File: src/rtl/mmio_if.sv
// Host-to-device MMIO request/acknowledge bus: independent read and write
// channels. The host holds req, index and data stable until ack.
interface mmio_if #(
  parameter int TIA_MMIO_INDEX_WIDTH = 8,
  parameter int TIA_MMIO_DATA_WIDTH  = 32
);
  logic                            read_req;
  logic                            read_ack;
  logic [TIA_MMIO_INDEX_WIDTH-1:0] read_index;
  logic [TIA_MMIO_DATA_WIDTH-1:0]  read_data;
  logic                            write_req;
  logic                            write_ack;
  logic [TIA_MMIO_INDEX_WIDTH-1:0] write_index;
  logic [TIA_MMIO_DATA_WIDTH-1:0]  write_data;

  modport device (
    input  read_req, read_index, write_req, write_index, write_data,
    output read_ack, read_data, write_ack
  );

  modport host (
    output read_req, read_index, write_req, write_index, write_data,
    input  read_ack, read_data, write_ack
  );
endinterface

File: src/rtl/mmio_control_register_bank.sv
// MMIO register bank for the TIA core: control/status/scratch/argument/result registers.
// Define TIA_MMIO_CYCLE_COUNTER_EN to build the CYCLE_COUNT register (index 2); otherwise it reads 0.
//
// state        | meaning
// IDLE         | waiting for a request; write_req wins over read_req
// WRITE_ACK    | register update lands at the end of this cycle, write_ack high
// READ_ACK     | read_data holds the captured value, read_ack high
// WAIT_RELEASE | waiting for the serviced req to drop
module mmio_control_register_bank #(
  parameter int TIA_MMIO_INDEX_WIDTH = 8,
  parameter int TIA_MMIO_DATA_WIDTH  = 32,
  parameter int NUM_ARGUMENTS        = 4,
  parameter int NUM_RESULTS          = 4,
  parameter logic [TIA_MMIO_DATA_WIDTH-1:0] UNMAPPED_READ_VALUE = TIA_MMIO_DATA_WIDTH'(32'hDEAD_BEEF)
) (
  input  logic                                       S_AXI_ACLK,
  input  logic                                       S_AXI_ARESETN,
  mmio_if.device                                     device_interface,
  output logic                                       execute,
  output logic                                       core_soft_reset,
  input  logic                                       core_halted,
  output logic [NUM_ARGUMENTS*TIA_MMIO_DATA_WIDTH-1:0] arguments,
  input  logic [NUM_RESULTS*TIA_MMIO_DATA_WIDTH-1:0]   results
);

  localparam int IW       = TIA_MMIO_INDEX_WIDTH;
  localparam int DW       = TIA_MMIO_DATA_WIDTH;
  localparam int ARG_BASE = 4;
  localparam int RES_BASE = ARG_BASE + NUM_ARGUMENTS;

  typedef enum logic [1:0] {IDLE, WRITE_ACK, READ_ACK, WAIT_RELEASE} state_t;

  state_t  state_q, state_d;
  logic    serv_wr_q, serv_wr_d;
  logic    wr_en, rd_load, read_ack_c, write_ack_c;

  logic [IW-1:0] wr_idx, rd_idx;
  logic [DW-1:0] wr_data;

  logic          execute_q, soft_reset_q, done_sticky_q, halted_q;
  logic [DW-1:0] scratch_q;
  logic [DW-1:0] arg_q [NUM_ARGUMENTS];
  logic [DW-1:0] rd_mux, rd_data_q, cycle_val;

  logic wr_ctrl, wr_status, wr_scratch, done_set;

  assign wr_idx  = device_interface.write_index;
  assign rd_idx  = device_interface.read_index;
  assign wr_data = device_interface.write_data;

  always_ff @(posedge S_AXI_ACLK or negedge S_AXI_ARESETN) begin
    if (!S_AXI_ARESETN) begin
      state_q   <= IDLE;
      serv_wr_q <= 1'b0;
    end else begin
      state_q   <= state_d;
      serv_wr_q <= serv_wr_d;
    end
  end

  always_comb begin
    state_d     = state_q;
    serv_wr_d   = serv_wr_q;
    wr_en       = 1'b0;
    rd_load     = 1'b0;
    read_ack_c  = 1'b0;
    write_ack_c = 1'b0;
    case (state_q)
      IDLE: begin
        if (device_interface.write_req) begin
          state_d   = WRITE_ACK;
          serv_wr_d = 1'b1;
        end else if (device_interface.read_req) begin
          state_d   = READ_ACK;
          serv_wr_d = 1'b0;
          rd_load   = 1'b1;
        end
      end
      WRITE_ACK: begin
        wr_en       = 1'b1;
        write_ack_c = 1'b1;
        state_d     = WAIT_RELEASE;
      end
      READ_ACK: begin
        read_ack_c = 1'b1;
        state_d    = WAIT_RELEASE;
      end
      WAIT_RELEASE: begin
        // Only the serviced channel gates release; the other req may stay pending.
        if (serv_wr_q ? !device_interface.write_req : !device_interface.read_req)
          state_d = IDLE;
      end
      default: state_d = IDLE;
    endcase
  end

  assign wr_ctrl    = wr_en && (wr_idx == IW'(0));
  assign wr_status  = wr_en && (wr_idx == IW'(1));
  assign wr_scratch = wr_en && (wr_idx == IW'(3));
  assign done_set   = core_halted && !halted_q && execute_q;

  always_ff @(posedge S_AXI_ACLK or negedge S_AXI_ARESETN) begin
    if (!S_AXI_ARESETN) begin
      execute_q     <= 1'b0;
      soft_reset_q  <= 1'b0;
      done_sticky_q <= 1'b0;
      halted_q      <= 1'b0;
      scratch_q     <= '0;
      for (int i = 0; i < NUM_ARGUMENTS; i++) arg_q[i] <= '0;
    end else begin
      halted_q     <= core_halted;
      soft_reset_q <= wr_ctrl && wr_data[1];
      if (wr_ctrl) execute_q <= wr_data[0];
      if (wr_scratch) scratch_q <= wr_data;
      for (int i = 0; i < NUM_ARGUMENTS; i++) begin
        if (wr_en && (wr_idx == IW'(ARG_BASE + i))) arg_q[i] <= wr_data;
      end
      // A halt edge in the same cycle as a STATUS write keeps the flag set.
      if (done_set) done_sticky_q <= 1'b1;
      else if (wr_status) done_sticky_q <= 1'b0;
    end
  end

`ifdef TIA_MMIO_CYCLE_COUNTER_EN
  logic [DW-1:0] cycle_cnt_q;
  logic          cnt_clr;

  assign cnt_clr = soft_reset_q || (wr_ctrl && wr_data[0] && !execute_q);

  always_ff @(posedge S_AXI_ACLK or negedge S_AXI_ARESETN) begin
    if (!S_AXI_ARESETN) cycle_cnt_q <= '0;
    else if (cnt_clr) cycle_cnt_q <= '0;
    else if (execute_q && !core_halted) cycle_cnt_q <= cycle_cnt_q + DW'(1);
  end

  assign cycle_val = cycle_cnt_q;
`else
  assign cycle_val = '0;
`endif

  always_comb begin
    rd_mux = UNMAPPED_READ_VALUE;
    if (rd_idx == IW'(0))      rd_mux = {{(DW-1){1'b0}}, execute_q};
    else if (rd_idx == IW'(1)) rd_mux = {{(DW-3){1'b0}}, done_sticky_q, execute_q, core_halted};
    else if (rd_idx == IW'(2)) rd_mux = cycle_val;
    else if (rd_idx == IW'(3)) rd_mux = scratch_q;
    for (int i = 0; i < NUM_ARGUMENTS; i++) begin
      if (rd_idx == IW'(ARG_BASE + i)) rd_mux = arg_q[i];
    end
    for (int i = 0; i < NUM_RESULTS; i++) begin
      if (rd_idx == IW'(RES_BASE + i)) rd_mux = results[i*DW +: DW];
    end
  end

  always_ff @(posedge S_AXI_ACLK or negedge S_AXI_ARESETN) begin
    if (!S_AXI_ARESETN) rd_data_q <= '0;
    else if (rd_load) rd_data_q <= rd_mux;
  end

  assign device_interface.read_ack  = read_ack_c;
  assign device_interface.write_ack = write_ack_c;
  assign device_interface.read_data = rd_data_q;
  assign execute         = execute_q;
  assign core_soft_reset = soft_reset_q;

  for (genvar g = 0; g < NUM_ARGUMENTS; g++) begin : g_args
    assign arguments[g*DW +: DW] = arg_q[g];
  end

endmodule

File: src/flat_wrapper.sv
// flat-port wrapper written by rule: the top's interface ports become plain ports
module mmio_control_register_bank_flat 
#(
  parameter int TIA_MMIO_INDEX_WIDTH = 8,
  parameter int TIA_MMIO_DATA_WIDTH  = 32,
  parameter int NUM_ARGUMENTS        = 4,
  parameter int NUM_RESULTS          = 4,
  parameter logic [TIA_MMIO_DATA_WIDTH-1:0] UNMAPPED_READ_VALUE = TIA_MMIO_DATA_WIDTH'(32'hDEAD_BEEF)
)
  (S_AXI_ACLK, S_AXI_ARESETN, execute, core_soft_reset, core_halted, arguments, results, device_interface_read_req, device_interface_read_index, device_interface_write_req, device_interface_write_index, device_interface_write_data, device_interface_read_ack, device_interface_read_data, device_interface_write_ack);
  mmio_if #(.TIA_MMIO_INDEX_WIDTH(TIA_MMIO_INDEX_WIDTH), .TIA_MMIO_DATA_WIDTH(TIA_MMIO_DATA_WIDTH)) device_interface_i ();
  input  logic S_AXI_ACLK;
  input  logic S_AXI_ARESETN;
  output logic execute;
  output logic core_soft_reset;
  input  logic core_halted;
  output logic [NUM_ARGUMENTS*TIA_MMIO_DATA_WIDTH-1:0] arguments;
  input  logic [NUM_RESULTS*TIA_MMIO_DATA_WIDTH-1:0] results;
  input wire logic [$bits(device_interface_i.read_req)-1:0] device_interface_read_req;
  input wire logic [$bits(device_interface_i.read_index)-1:0] device_interface_read_index;
  input wire logic [$bits(device_interface_i.write_req)-1:0] device_interface_write_req;
  input wire logic [$bits(device_interface_i.write_index)-1:0] device_interface_write_index;
  input wire logic [$bits(device_interface_i.write_data)-1:0] device_interface_write_data;
  output wire logic [$bits(device_interface_i.read_ack)-1:0] device_interface_read_ack;
  output wire logic [$bits(device_interface_i.read_data)-1:0] device_interface_read_data;
  output wire logic [$bits(device_interface_i.write_ack)-1:0] device_interface_write_ack;
  assign device_interface_i.read_req = device_interface_read_req;
  assign device_interface_i.read_index = device_interface_read_index;
  assign device_interface_i.write_req = device_interface_write_req;
  assign device_interface_i.write_index = device_interface_write_index;
  assign device_interface_i.write_data = device_interface_write_data;
  assign device_interface_read_ack = device_interface_i.read_ack;
  assign device_interface_read_data = device_interface_i.read_data;
  assign device_interface_write_ack = device_interface_i.write_ack;
  mmio_control_register_bank #(.TIA_MMIO_INDEX_WIDTH(TIA_MMIO_INDEX_WIDTH), .TIA_MMIO_DATA_WIDTH(TIA_MMIO_DATA_WIDTH), .NUM_ARGUMENTS(NUM_ARGUMENTS), .NUM_RESULTS(NUM_RESULTS), .UNMAPPED_READ_VALUE(UNMAPPED_READ_VALUE)) u_core (.S_AXI_ACLK(S_AXI_ACLK), .S_AXI_ARESETN(S_AXI_ARESETN), .device_interface(device_interface_i), .execute(execute), .core_soft_reset(core_soft_reset), .core_halted(core_halted), .arguments(arguments), .results(results));
endmodule
File: config.mk
export PLATFORM = sky130hd
export DESIGN_NAME = mmio_control_register_bank_flat
export DESIGN_NICKNAME = d
export VERILOG_FILES = /design/src/rtl/mmio_if.sv /design/src/rtl/mmio_control_register_bank.sv /design/src/flat_wrapper.sv
export SDC_FILE = /design/constraint.sdc
export NUM_CORES = 1
export LEC_CHECK = 0
export BUFFER_PORTS_ARGS = -buffer_cell sky130_fd_sc_hd__buf_2
export CAP_MARGIN = 20
export CORE_ASPECT_RATIO = 1.75
export CORE_MARGIN = 2
export CORE_UTILIZATION = 35
export DETAILED_ROUTE_END_ITERATION = 6
export PLACE_DENSITY = 0.63
export SLEW_MARGIN = 20
export SYNTH_ARGS = -nofsm -noshare
export SYNTH_HDL_FRONTEND = slang
export SYNTH_SLANG_ARGS = --single-unit
File: constraint.sdc
create_clock -name S_AXI_ACLK -period 2.3 [get_ports S_AXI_ACLK]
set_input_delay 0.345 -clock S_AXI_ACLK [delete_from_list [all_inputs] [get_ports S_AXI_ACLK]]
set_output_delay 0.345 -clock S_AXI_ACLK [all_outputs]
set_load 0.02 [all_outputs]
==> results by group <==
Final layout
  • Fillers: 2794
  • Final nets: 1495
  • Syn-to-layout area delta: 33.37%
  • Util after Layout: 0.4732
  • Antenna cells: 0
  • Fin cells: 1700
  • Final instance area: 13500 um^2
  • Share of post-route cells with drive strength above 1: 0.4705

Worst setup path
  • Reg2reg path depth: 7
  • FF-to-FF setup slack: -0.008 ns
  • Critical Path End Type: register
  • Crit path max fanout: 18
  • Startpoint types: register
  • Crit path DAT: 2.65 ns
  • CP required: 2.64 ns
  • Crit path kind: register to register

Die
  • Die height: 228.9 um
  • Rows: 82
  • Core Area: 28520 um^2
  • I/O Pins: 345
  • Die width: 132.5 um
  • DIE AREA: 30340 um^2
  • Starting Density: 0.3548

Hold path
  • Hold Path Stages: 1
  • Hold Path Class: input pin to register

Clocking
  • Clock root cell: clkbuf_16
  • Clock Path Buffers: 2
  • CTS tree: done
  • Clock Latency Late Sink: 0.46 ns
  • CTS Buf Count: 17
  • Clock Sinks: 199
  • H-tree depth: 4
  • Clk slew on worst S/H paths: 0.07 ns

Global route
  • Total global routing overflow: 0
  • Largest net degree at the start of global routing: 64
  • Antenna violations before repair: 2
  • First-pass GRT wire length: 58170 um
  • GRT Util Overall: 0.2556
  • Vias in the first global route: 9699

Yosys
  • Synth unique cells: 51
  • Synth async-reset ratio: 1.000
  • Largest cells by area after synthesis: dfrtp_1 (49%), mux2_2 (17%), mux2_1 (3.3%), o21ai_0 (3.1%), nor2_1 (3.1%)
  • Top-area cell type share of the netlist area: 0.4921
  • Average cell area after synthesis: 10.73 um^2
  • Cell taking the most area after synthesis: dfrtp_1
  • Most common cell in the netlist: dfrtp_1
  • Post-synth EDFFs: 0
  • Top cells by instance count after synthesis: dfrtp_1 (199), mux2_2 (149), nor2_1 (83)
  • Post-synth top flop: dfrtp_1
  • Synth Warn #: 0
  • Cells after Synth: 943
  • Netlist Area Pre-Place: 10120 um^2
  • Syn nets: 1128
  • Synth Register Bits: 199
  • Sequential fraction of the synthesis area: 0.4921

STA
  • Max Fclk: 0.4333 GHz
  • Period Utilization, post-route: 1.003
  • Setup slack after layout: -0.007902 ns
  • Hold Fails Final Rpt: 0
  • Slew Viols, Final: 0
  • RSZ-0062 raised after global routing: yes
  • Final setup vio count: 5
  • Skew final: 0.009548 ns
  • Worst-Margin Slew: 1.212 ns
  • Slew headroom: 0.1877
  • Clock period minus worst slack: 2.308 ns

Place
  • IO Port Bufs: 344
  • Placement-stage cell area: 12770 um^2
  • Worst slack at placement: -0.1596 ns
  • Inst Count DP: 1663
  • Hpwl dp: 28820 um
  • Gpl congestion: 0.9039

Power and ir drop
  • P_leak: 6.930 nW
  • Cell Pwr Density: 741.5 nW/um^2
  • Pwr Total: 10.01 mW
  • Peak supply drop: 0.5752 mV

Flow run
  • Max cap viols: 0

Route
  • Pre-antenna DRT Iters: 7
  • Vias: 9368
  • Antenna-violating nets left: 0
  • Initial DRC count: 452
  • DRT Wirelength: 39420 um
  • Via density: 5.511
  • Average wire per standard cell: 23.19 um
  • Drt drc: 0

Run status
  • Outcome: complete, but fails checks
  • Failing checks: negative setup slack
per-layer routing:
| layer | vias up | track usage | wire length [um] | share of wire |
|---|---|---|---|---|
| met3 | 95 | 0.03970 | 1976 | 0.050 |
| met5 | - | 0 | 23 | 0.00058 |
| met2 | 398 | 0.4611 | 20710 | 0.53 |
| met1 | 4675 | 0.2846 | 14690 | 0.37 |
| met4 | 4 | 0.1405 | 2013 | 0.051 |
| li1 | 4196 | - | - | - |
stage by stage:
stage / TNS (ns) / hold WS (ns)
after floorplan: 0 / 0.04941
after global placement: -0.4604 / 0.3307
after detailed placement: -2.500 / 0.3283
after CTS: -0.1400 / 0.007587
after global routing: -5.305 / 0.01766
final: -0.01513 / 0.02676
final cells by class:
cell class,count,area [um^2],area share
Sequential cell,199,4980,0.3690
Timing Repair Buffer,422,2564,0.1900
Clock buffer,19,432.9,0.03208
Inverter,6,22.52,0.001669
Tap cell,378,473.0,0.03505
Clock inverter,12,128.9,0.009549
Multi-Input combinational cell,664,4895,0.3627
state kept, by name, summed over array words and instances (netlist names):
| register | count |
|---|---|
| u_core.core_soft_reset | 1 |
| u_core.state_q | 2 |
| u_core.arguments | 128 |
| u_core.serv_wr_q | 1 |
| u_core.device_interface.read_data | 32 |
| u_core.halted_q | 1 |
| u_core.done_sticky_q | 1 |
| u_core.scratch_q | 32 |
| u_core.execute | 1 |
power by group:
| part | total, mW | switching [mW] | internal, mW |
|---|---|---|---|
| Clock | 2.99 | 1.39 | 1.59 |
| Sequential | 4.35 | 0.353 | 3.99 |
| Combinational | 2.67 | 1.63 | 1.04 |
| Total | 10.0 | 3.38 | 6.63 |
logic make-up after synthesis:
family	synth area share
buf+inv	0.03450
flops	0.4921
fa+ha+maj	0.004946
mux	0.2272
compound gates	0.1353
simple gates	0.1060
placed cells by master (no fill, tap or decap), types with 6 or more instances in the layout:
| cell | count |
|---|---|
| o22ai_1 | 45 |
| a31oi_1 | 10 |
| buf_2 | 341 |
| nand2b_1 | 7 |
| mux2_1 | 30 |
| nor2_1 | 79 |
| o21ai_0 | 63 |
| o211ai_1 | 6 |
| buf_4 | 59 |
| and3_1 | 20 |
| mux2_2 | 149 |
| nor3_1 | 20 |
| a21oi_1 | 47 |
| buf_12 | 15 |
| mux2i_1 | 26 |
| nand2_1 | 58 |
| o2bb2ai_1 | 10 |
| nand3_1 | 9 |
| dfrtp_1 | 199 |
| nor4_1 | 9 |
| clkbuf_16 | 18 |
worst paths after layout:
| path | start | to |
|---|---|---|
| min | core_halted | u_core.halted_q$_DFF_PN0_ |
| max | u_core.state_q[1]$_DFFE_PN0P_ | u_core.scratch_q[22]$_DFFE_PN0P_ |
| max reg2reg | u_core.state_q[1]$_DFFE_PN0P_ | u_core.scratch_q[22]$_DFFE_PN0P_ |
| min reg2reg | u_core.halted_q$_DFF_PN0_ | u_core.done_sticky_q$_DFFE_PN0P_ |
| min in group asynchronous | S_AXI_ARESETN | u_core.arguments[124]$_DFFE_PN0P_ |
| max in group asynchronous | S_AXI_ARESETN | u_core.arguments[100]$_DFFE_PN0P_ |
critical path, stage by stage (launching register included):
cell and delay (ns):
dfrtp_1 0.39, inv_2 0.08, ha_4 0.12, or4b_4 0.47, nor4_2 0.27, and3_2 0.31
buf_12 0.19, mux2_2 0.34
timing repair:
action	in CTS	in global routing
endpoints found under the setup margin	135	140
resized for setup	8	14
hold buffers	1	0
pin swaps	1	0
setup buffers	2	1
cloned	1	1
endpoints found under the hold margin	42	0
Note: power is estimated with default switching activity, not from simulation.
